$ cat config.mk
export PLATFORM = sky130hd
export DESIGN_NAME = alux_sequencer
export DESIGN_NICKNAME = d
export VERILOG_FILES = /design/src/rtl/psdi_pkg.sv /design/src/rtl/seq_watchdog.sv /design/src/rtl/alux_sequencer.sv
export SDC_FILE = /design/constraint.sdc
export NUM_CORES = 1
export LEC_CHECK = 0
export ABC_CLOCK_PERIOD_IN_PS = 4100
export CAP_MARGIN = 20
export CORE_AREA = 2 2 195 197
export DETAILED_ROUTE_END_ITERATION = 7
export DIE_AREA = 0 0 197 199
export GPL_TIMING_DRIVEN = 0
export SLEW_MARGIN = 40
export SYNTH_ARGS = -nofsm -noshare
export SYNTH_HDL_FRONTEND = slang
export SYNTH_SLANG_ARGS = --single-unit
$ cat constraint.sdc
create_clock -name clock -period 4.1 [get_ports clock]
set_clock_uncertainty 0.05 [all_clocks]
set_input_delay 0.41 -clock clock [delete_from_list [all_inputs] [get_ports clock]]
set_output_delay 0.41 -clock clock [all_outputs]
set_load 0.01 [all_outputs]
$ cat src/rtl/psdi_pkg.sv
// Shared definitions for the ALUX datapath: opcodes, sequencer states and
// register-bank constants used by alux_sequencer and seq_watchdog.
package psdi_pkg;

  localparam int REG_IDX_W = 4;
  localparam int OPR_W     = 4;
  localparam int WDOG_W    = 6;

  // Register-bank write mode selecting a full-word write
  localparam logic [1:0] ENDW_FULL = 2'b00;

  // ALUX opcodes
  localparam logic [OPR_W-1:0] OPR_A   = 4'b0000;
  localparam logic [OPR_W-1:0] OPR_B   = 4'b0001;
  localparam logic [OPR_W-1:0] OPR_SUM = 4'b0010;
  localparam logic [OPR_W-1:0] OPR_SUB = 4'b0011;

  typedef enum logic [2:0] {
    ST_IDLE,
    ST_READ,
    ST_LATCH,
    ST_START,
    ST_WAIT,
    ST_WRITE,
    ST_DONE
  } seq_state_t;

endpackage

$ cat src/rtl/seq_watchdog.sv
// Cycle watchdog for the sequencer WAIT state. Counts enabled cycles from a
// clear; raises a registered, sticky expire once the count reaches limit-1.
// A limit of zero never expires.
module seq_watchdog
  import psdi_pkg::*;
(
  input  logic              clock,
  input  logic              reset,
  input  logic              clear,
  input  logic              en,
  input  logic [WDOG_W-1:0] limit,
  output logic              expire
);

  logic [WDOG_W-1:0] count_q, count_d;
  logic              expire_q, expire_d;

  // Next count and expire; expire is registered so the FSM exits on the edge
  // after the limit is reached, giving alu_done that final edge to win.
  always_comb begin
    count_d  = count_q;
    expire_d = expire_q;
    if (clear) begin
      count_d  = '0;
      expire_d = 1'b0;
    end else if (en) begin
      count_d = count_q + WDOG_W'(1);
      if ((limit != '0) && (count_q == (limit - WDOG_W'(1)))) begin
        expire_d = 1'b1;
      end
    end
  end

  // Counter and expire flops
  always_ff @(posedge clock or negedge reset) begin
    if (!reset) begin
      count_q  <= '0;
      expire_q <= 1'b0;
    end else begin
      count_q  <= count_d;
      expire_q <= expire_d;
    end
  end

  assign expire = expire_q;

endmodule

$ cat src/rtl/alux_sequencer.sv
// Micro-sequencer running one register-to-register ALUX instruction at a
// time: read operands, latch them, pulse start, wait for done, write back.
// Optional macro ALUX_SEQ_WATCHDOG_EN adds the WAIT-state watchdog and the
// timeout flag; without it WAIT only exits on alu_done and maxclock is unused.
module alux_sequencer
  import psdi_pkg::*;
#(
  parameter int WIDTH = 64
) (
  input  logic                 clock,
  input  logic                 reset,
  input  logic                 instr_valid,
  output logic                 instr_ready,
  input  logic [OPR_W-1:0]     instr_opr,
  input  logic [REG_IDX_W-1:0] instr_srcA,
  input  logic [REG_IDX_W-1:0] instr_srcB,
  input  logic [REG_IDX_W-1:0] instr_dst,
  input  logic                 instr_wb,
  input  logic [WDOG_W-1:0]    maxclock,
  output logic [REG_IDX_W-1:0] rb_seloutA,
  output logic [REG_IDX_W-1:0] rb_seloutB,
  output logic                 rb_enrregA,
  output logic                 rb_enrregB,
  input  logic [WIDTH-1:0]     rb_outA,
  input  logic [WIDTH-1:0]     rb_outB,
  output logic                 rb_regwen,
  output logic [REG_IDX_W-1:0] rb_selwreg,
  output logic [1:0]           rb_endwreg,
  output logic [WIDTH-1:0]     rb_in,
  output logic [WIDTH-1:0]     alu_inA,
  output logic [WIDTH-1:0]     alu_inB,
  output logic [OPR_W-1:0]     alu_opr,
  output logic                 alu_start,
  input  logic [WIDTH-1:0]     alu_outAB,
  input  logic                 alu_done,
  output logic [WIDTH-1:0]     result,
  output logic                 result_valid,
  output logic                 timeout,
  output logic                 busy
);

  seq_state_t state_q, state_d;

  logic [OPR_W-1:0]     opr_q, opr_d;
  logic [REG_IDX_W-1:0] dst_q, dst_d;
  logic                 wb_q, wb_d;
  logic [REG_IDX_W-1:0] sel_a_q, sel_a_d;
  logic [REG_IDX_W-1:0] sel_b_q, sel_b_d;
  logic                 rd_en_q, rd_en_d;
  logic [WIDTH-1:0]     opa_q, opa_d;
  logic [WIDTH-1:0]     opb_q, opb_d;
  logic                 start_q, start_d;
  logic [WIDTH-1:0]     result_q, result_d;
  logic                 regwen_q, regwen_d;
  logic [REG_IDX_W-1:0] selwreg_q, selwreg_d;
  logic [WIDTH-1:0]     rb_in_q, rb_in_d;
  logic                 result_valid_q, result_valid_d;
  logic                 timeout_q, timeout_d;
  logic                 busy_q, busy_d;
  logic                 ready_q, ready_d;

  logic                 expire;

`ifdef ALUX_SEQ_WATCHDOG_EN
  logic [WDOG_W-1:0] maxclock_q, maxclock_d;

  // Watchdog runs only in WAIT and is cleared everywhere else
  seq_watchdog u_watchdog (
    .clock  (clock),
    .reset  (reset),
    .clear  (state_q != ST_WAIT),
    .en     (state_q == ST_WAIT),
    .limit  (maxclock_q),
    .expire (expire)
  );

  // Watchdog limit captured with the instruction
  always_comb begin
    maxclock_d = maxclock_q;
    if ((state_q == ST_IDLE) && instr_valid) begin
      maxclock_d = maxclock;
    end
  end

  // Watchdog limit flop
  always_ff @(posedge clock or negedge reset) begin
    if (!reset) begin
      maxclock_q <= '0;
    end else begin
      maxclock_q <= maxclock_d;
    end
  end
`else
  logic unused_maxclock;

  assign expire         = 1'b0;
  assign unused_maxclock = ^maxclock;
`endif

  // Next-state and registered-output logic; every strobe is set on the edge
  // that enters the state it belongs to, so it is high for that state only.
  always_comb begin
    state_d        = state_q;
    opr_d          = opr_q;
    dst_d          = dst_q;
    wb_d           = wb_q;
    sel_a_d        = sel_a_q;
    sel_b_d        = sel_b_q;
    rd_en_d        = 1'b0;
    opa_d          = opa_q;
    opb_d          = opb_q;
    start_d        = 1'b0;
    result_d       = result_q;
    regwen_d       = 1'b0;
    selwreg_d      = selwreg_q;
    rb_in_d        = rb_in_q;
    result_valid_d = 1'b0;
    timeout_d      = timeout_q;
    busy_d         = busy_q;
    ready_d        = ready_q;

    unique case (state_q)
      ST_IDLE: begin
        if (instr_valid) begin
          state_d   = ST_READ;
          opr_d     = instr_opr;
          dst_d     = instr_dst;
          wb_d      = instr_wb;
          sel_a_d   = instr_srcA;
          sel_b_d   = instr_srcB;
          rd_en_d   = 1'b1;
          timeout_d = 1'b0;
          busy_d    = 1'b1;
          ready_d   = 1'b0;
        end
      end
      ST_READ: begin
        state_d = ST_LATCH;
      end
      ST_LATCH: begin
        // Operands are held locally, so dst may alias either source
        state_d = ST_START;
        opa_d   = rb_outA;
        opb_d   = rb_outB;
        start_d = 1'b1;
      end
      ST_START: begin
        state_d = ST_WAIT;
      end
      ST_WAIT: begin
        if (alu_done) begin
          state_d  = ST_WRITE;
          result_d = alu_outAB;
          if (wb_q) begin
            regwen_d  = 1'b1;
            selwreg_d = dst_q;
            rb_in_d   = alu_outAB;
          end
        end else if (expire) begin
          state_d   = ST_WRITE;
          timeout_d = 1'b1;
        end
      end
      ST_WRITE: begin
        state_d        = ST_DONE;
        result_valid_d = 1'b1;
      end
      ST_DONE: begin
        state_d = ST_IDLE;
        busy_d  = 1'b0;
        ready_d = 1'b1;
      end
      default: begin
        state_d = ST_IDLE;
        busy_d  = 1'b0;
        ready_d = 1'b1;
      end
    endcase
  end

  // Sequencer state and registered outputs; reset aborts any instruction
  always_ff @(posedge clock or negedge reset) begin
    if (!reset) begin
      state_q        <= ST_IDLE;
      opr_q          <= '0;
      dst_q          <= '0;
      wb_q           <= 1'b0;
      sel_a_q        <= '0;
      sel_b_q        <= '0;
      rd_en_q        <= 1'b0;
      opa_q          <= '0;
      opb_q          <= '0;
      start_q        <= 1'b0;
      result_q       <= '0;
      regwen_q       <= 1'b0;
      selwreg_q      <= '0;
      rb_in_q        <= '0;
      result_valid_q <= 1'b0;
      timeout_q      <= 1'b0;
      busy_q         <= 1'b0;
      ready_q        <= 1'b1;
    end else begin
      state_q        <= state_d;
      opr_q          <= opr_d;
      dst_q          <= dst_d;
      wb_q           <= wb_d;
      sel_a_q        <= sel_a_d;
      sel_b_q        <= sel_b_d;
      rd_en_q        <= rd_en_d;
      opa_q          <= opa_d;
      opb_q          <= opb_d;
      start_q        <= start_d;
      result_q       <= result_d;
      regwen_q       <= regwen_d;
      selwreg_q      <= selwreg_d;
      rb_in_q        <= rb_in_d;
      result_valid_q <= result_valid_d;
      timeout_q      <= timeout_d;
      busy_q         <= busy_d;
      ready_q        <= ready_d;
    end
  end

  assign instr_ready  = ready_q;
  assign busy         = busy_q;
  assign rb_seloutA   = sel_a_q;
  assign rb_seloutB   = sel_b_q;
  assign rb_enrregA   = rd_en_q;
  assign rb_enrregB   = rd_en_q;
  assign rb_regwen    = regwen_q;
  assign rb_selwreg   = selwreg_q;
  assign rb_endwreg   = ENDW_FULL;
  assign rb_in        = rb_in_q;
  assign alu_inA      = opa_q;
  assign alu_inB      = opb_q;
  assign alu_opr      = opr_q;
  assign alu_start    = start_q;
  assign result       = result_q;
  assign result_valid = result_valid_q;
  assign timeout      = timeout_q;

endmodule

==> flow_summary_export.csv <==
group,metric,value,unit
status,status,"completed",
final_layout,fillers,3373,
detailed_routing,post_drt_wl_per_cell,19.3,um
clocking,cts_resized,0,
global_route,grt_max_degree,73,
run,max_cap_violations,0,
critical_path,crit_chain,"clkdlybuf4s50_1",
sta,fin_setup_tns,0,ps
clocking,cts_made_buffers,34,
sta,report.final.slew_viol_count,0,
sta,hold_viol_final,0,
logic_synthesis,synth-warning-count,0,
logic_synthesis,synth_edf_count,0,
placement,gp_congestion,0.813,
global_route,met3_usage,4.17,%
detailed_routing,via_count,7138,
logic_synthesis,synthArstFlopShare,100,%
critical_path,crit_buf_inv,1,
global_route,grtUsageMet1,19.3,%
clocking,cts_tree,"done",
logic_synthesis,synth_cell_type_count,19,
sta,setup_violations,0,
global_route,gr-total-overflow,0,
logic_synthesis,synth_area_per_cell,17.3,sq um
power_and_ir_drop,ir_drop,0.401,mV
clocking,cts_max_path_buffers,3,
floorplanning,start_util,28.7,%
detailed_routing,drt_iter0_markers,184,
floorplanning,fp.dieW,197,um
sta,grt_setup_unrepaired,"no",
floorplanning,ioPinCount,501,
placement,postPlaceCellArea,16300,sq um
final_layout,stdcell_count,1646,
power_and_ir_drop,p_per_area,811,nW/um^2
final_layout,syn_to_final_growth,63.0,%
logic_synthesis,syn_area,10700,sq um
final_layout,drive_gt1_share,31.4,%
placement,dp_cells,1587,
critical_path,slowest_delay,560,ps
clocking,clkSinkCount,286,
floorplanning,rows,71,
critical_path,critPathKind,"reg2out",
detailed_routing,ant_nets,0,
final_layout,fin_nets,1369,
placement,io_buffer_count,491,
power_and_ir_drop,power,14100,uW
floorplanning,die_area,39200,sq um
sta,max_freq,0.486,GHz
detailed_routing,wl,31.7,mm
detailed_routing,first_pass_iters,3,
power_and_ir_drop,power_leakage,0.00729,uW
detailed_routing,drc,0,
floorplanning,core_area,37100,sq um
critical_path,critPathTopFamily,"buffers and inverters",
global_route,grt_first_pass_wirelength,46.9,mm
global_route,antenna_found_initial,0,
logic_synthesis,synth_flop_cell,"dfrtp_1",
sta,fin_crit_sh,50.2,%
global_route,track_usage,15.8,%
clocking,cts.htree.levels,2,
clocking,clkTransAtPathRegs,60,ps
clocking,clockRootBuffer,"clkbuf_16",
global_route,use_met2,27.3,%
detailed_routing,vias_per_cell,4.34,
sta,min_period,2060,ps
logic_synthesis,syn_inst,616,
critical_path,path_max_fanout,2,
floorplanning,die_h,199,um
global_route,grt_pass1_vias,7587,
clocking,clock_latency,510,ps
min_path,holdCritPathClass,"in2async",
critical_path,cp-start-kind,"flop",
critical_path,cp_slowest_cell,"clkdlybuf4s50_1",
sta,hold-worst-slack,383,ps
final_layout,num_antenna_cells,0,
logic_synthesis,yosysSeqAreaShare,67.2,%
critical_path,arrival,1600,ps
global_route,grt_most_used_layer,"met2",
logic_synthesis,yosys_register_bits,286,
final_layout,final_area,17400,sq um
placement,hpwlAfterDp,24.2,mm
critical_path,cp.required,3640,ps
critical_path,cp-end-kind,"primary output",
sequential cells by signal (all words and copies together), names as in the netlist:
name          flops
rb_seloutA        4
rb_selwreg        4
dst_q             4
result           64
state_q           3
rb_enrregA        1
rb_seloutB        4
rb_regwen         1
instr_ready       1
result_valid      1
alu_inA          64
rb_in            64
alu_start         1
alu_inB          64
wb_q              1
busy              1
alu_opr           4
cells in the final DEF, fill, tap and decap left out, drive strengths merged, types with 2 or more instances in the layout:
cell / instances
a21o: 2
buf: 40
clkbuf: 53
clkdlybuf4s50: 490
clkinv: 5
conb: 3
dfrtp: 285
inv: 3
mux2: 277
nand2: 4
nor3: 2
repair_timing:
action / 4_1_cts / 5_1_grt
endpoints found under the hold margin: 49 / 0
hold buffers: 1 / 0
setup buffers: 0 / 0
area by class of cell:
| class | instances | area (sq um) | area share [%] |
|---|---|---|---|
| plain buffers | 35 | 260 | 1.50 |
| clock buffers | 53 | 1050 | 6.03 |
| well taps | 474 | 593 | 3.42 |
| flip-flops and latches | 286 | 7160 | 41.2 |
| inverters | 3 | 11.3 | 0.0649 |
| multi-input cells | 294 | 3230 | 18.6 |
| clock inverters | 5 | 28.8 | 0.166 |
| repair buffers | 496 | 5030 | 29.0 |
Yosys cell counts, types with 2 or more instances:
cell	n	area [sq um]
inv_1	3	11.3
dfrtp_1	285	7130
buf_2	13	65.1
a21o_1	2	15.0
buf_6	8	90.1
buf_4	14	105
mux2_2	277	3120
nand2_1	3	11.3
per-layer routing:
metal,routed length [um],up-vias
li1,-,3238
met4,743,0
met2,16200,240
met5,0,-
met1,12800,3610
met3,2010,50
metrics by stage:
stage                     utilization (%)  setup WS [ps]
after global placement               43.5         -10350
final                                46.7           2040
after global routing                 46.7           1980
after CTS                            46.7           2000
after floorplan                         -           2490
after detailed placement             43.8           1780
path summary, 6_finish.rpt:
path	from	end	slack, ps	depth (start not counted)
max	instr_ready	instr_ready	2040	1
max reg2reg	state_q[2]	alu_inA[42]	2160	5
min reg2reg	instr_ready	instr_ready	430	2
min in group clock	instr_ready	instr_ready	430	2
min	reset	alu_inB[44]	380	2
max in group asynchronous	reset	result[14]	2550	4
cells by family after synthesis:
logic type / Yosys count / share of synthesized area (%)
other cells: 1 / 0.0352
compound gates: 4 / 0.258
simple gates: 9 / 0.564
flops: 286 / 67.2
mux: 278 / 29.4
buf+inv: 38 / 2.55
where the power goes:
group / switching [uW] / internal, uW / total (uW)
logic: 2310 / 3910 / 6220
registers: 704 / 4250 / 4950
clock network: 1160 / 1750 / 2910
No activity file was read; power rests on OpenSTA's default activity.
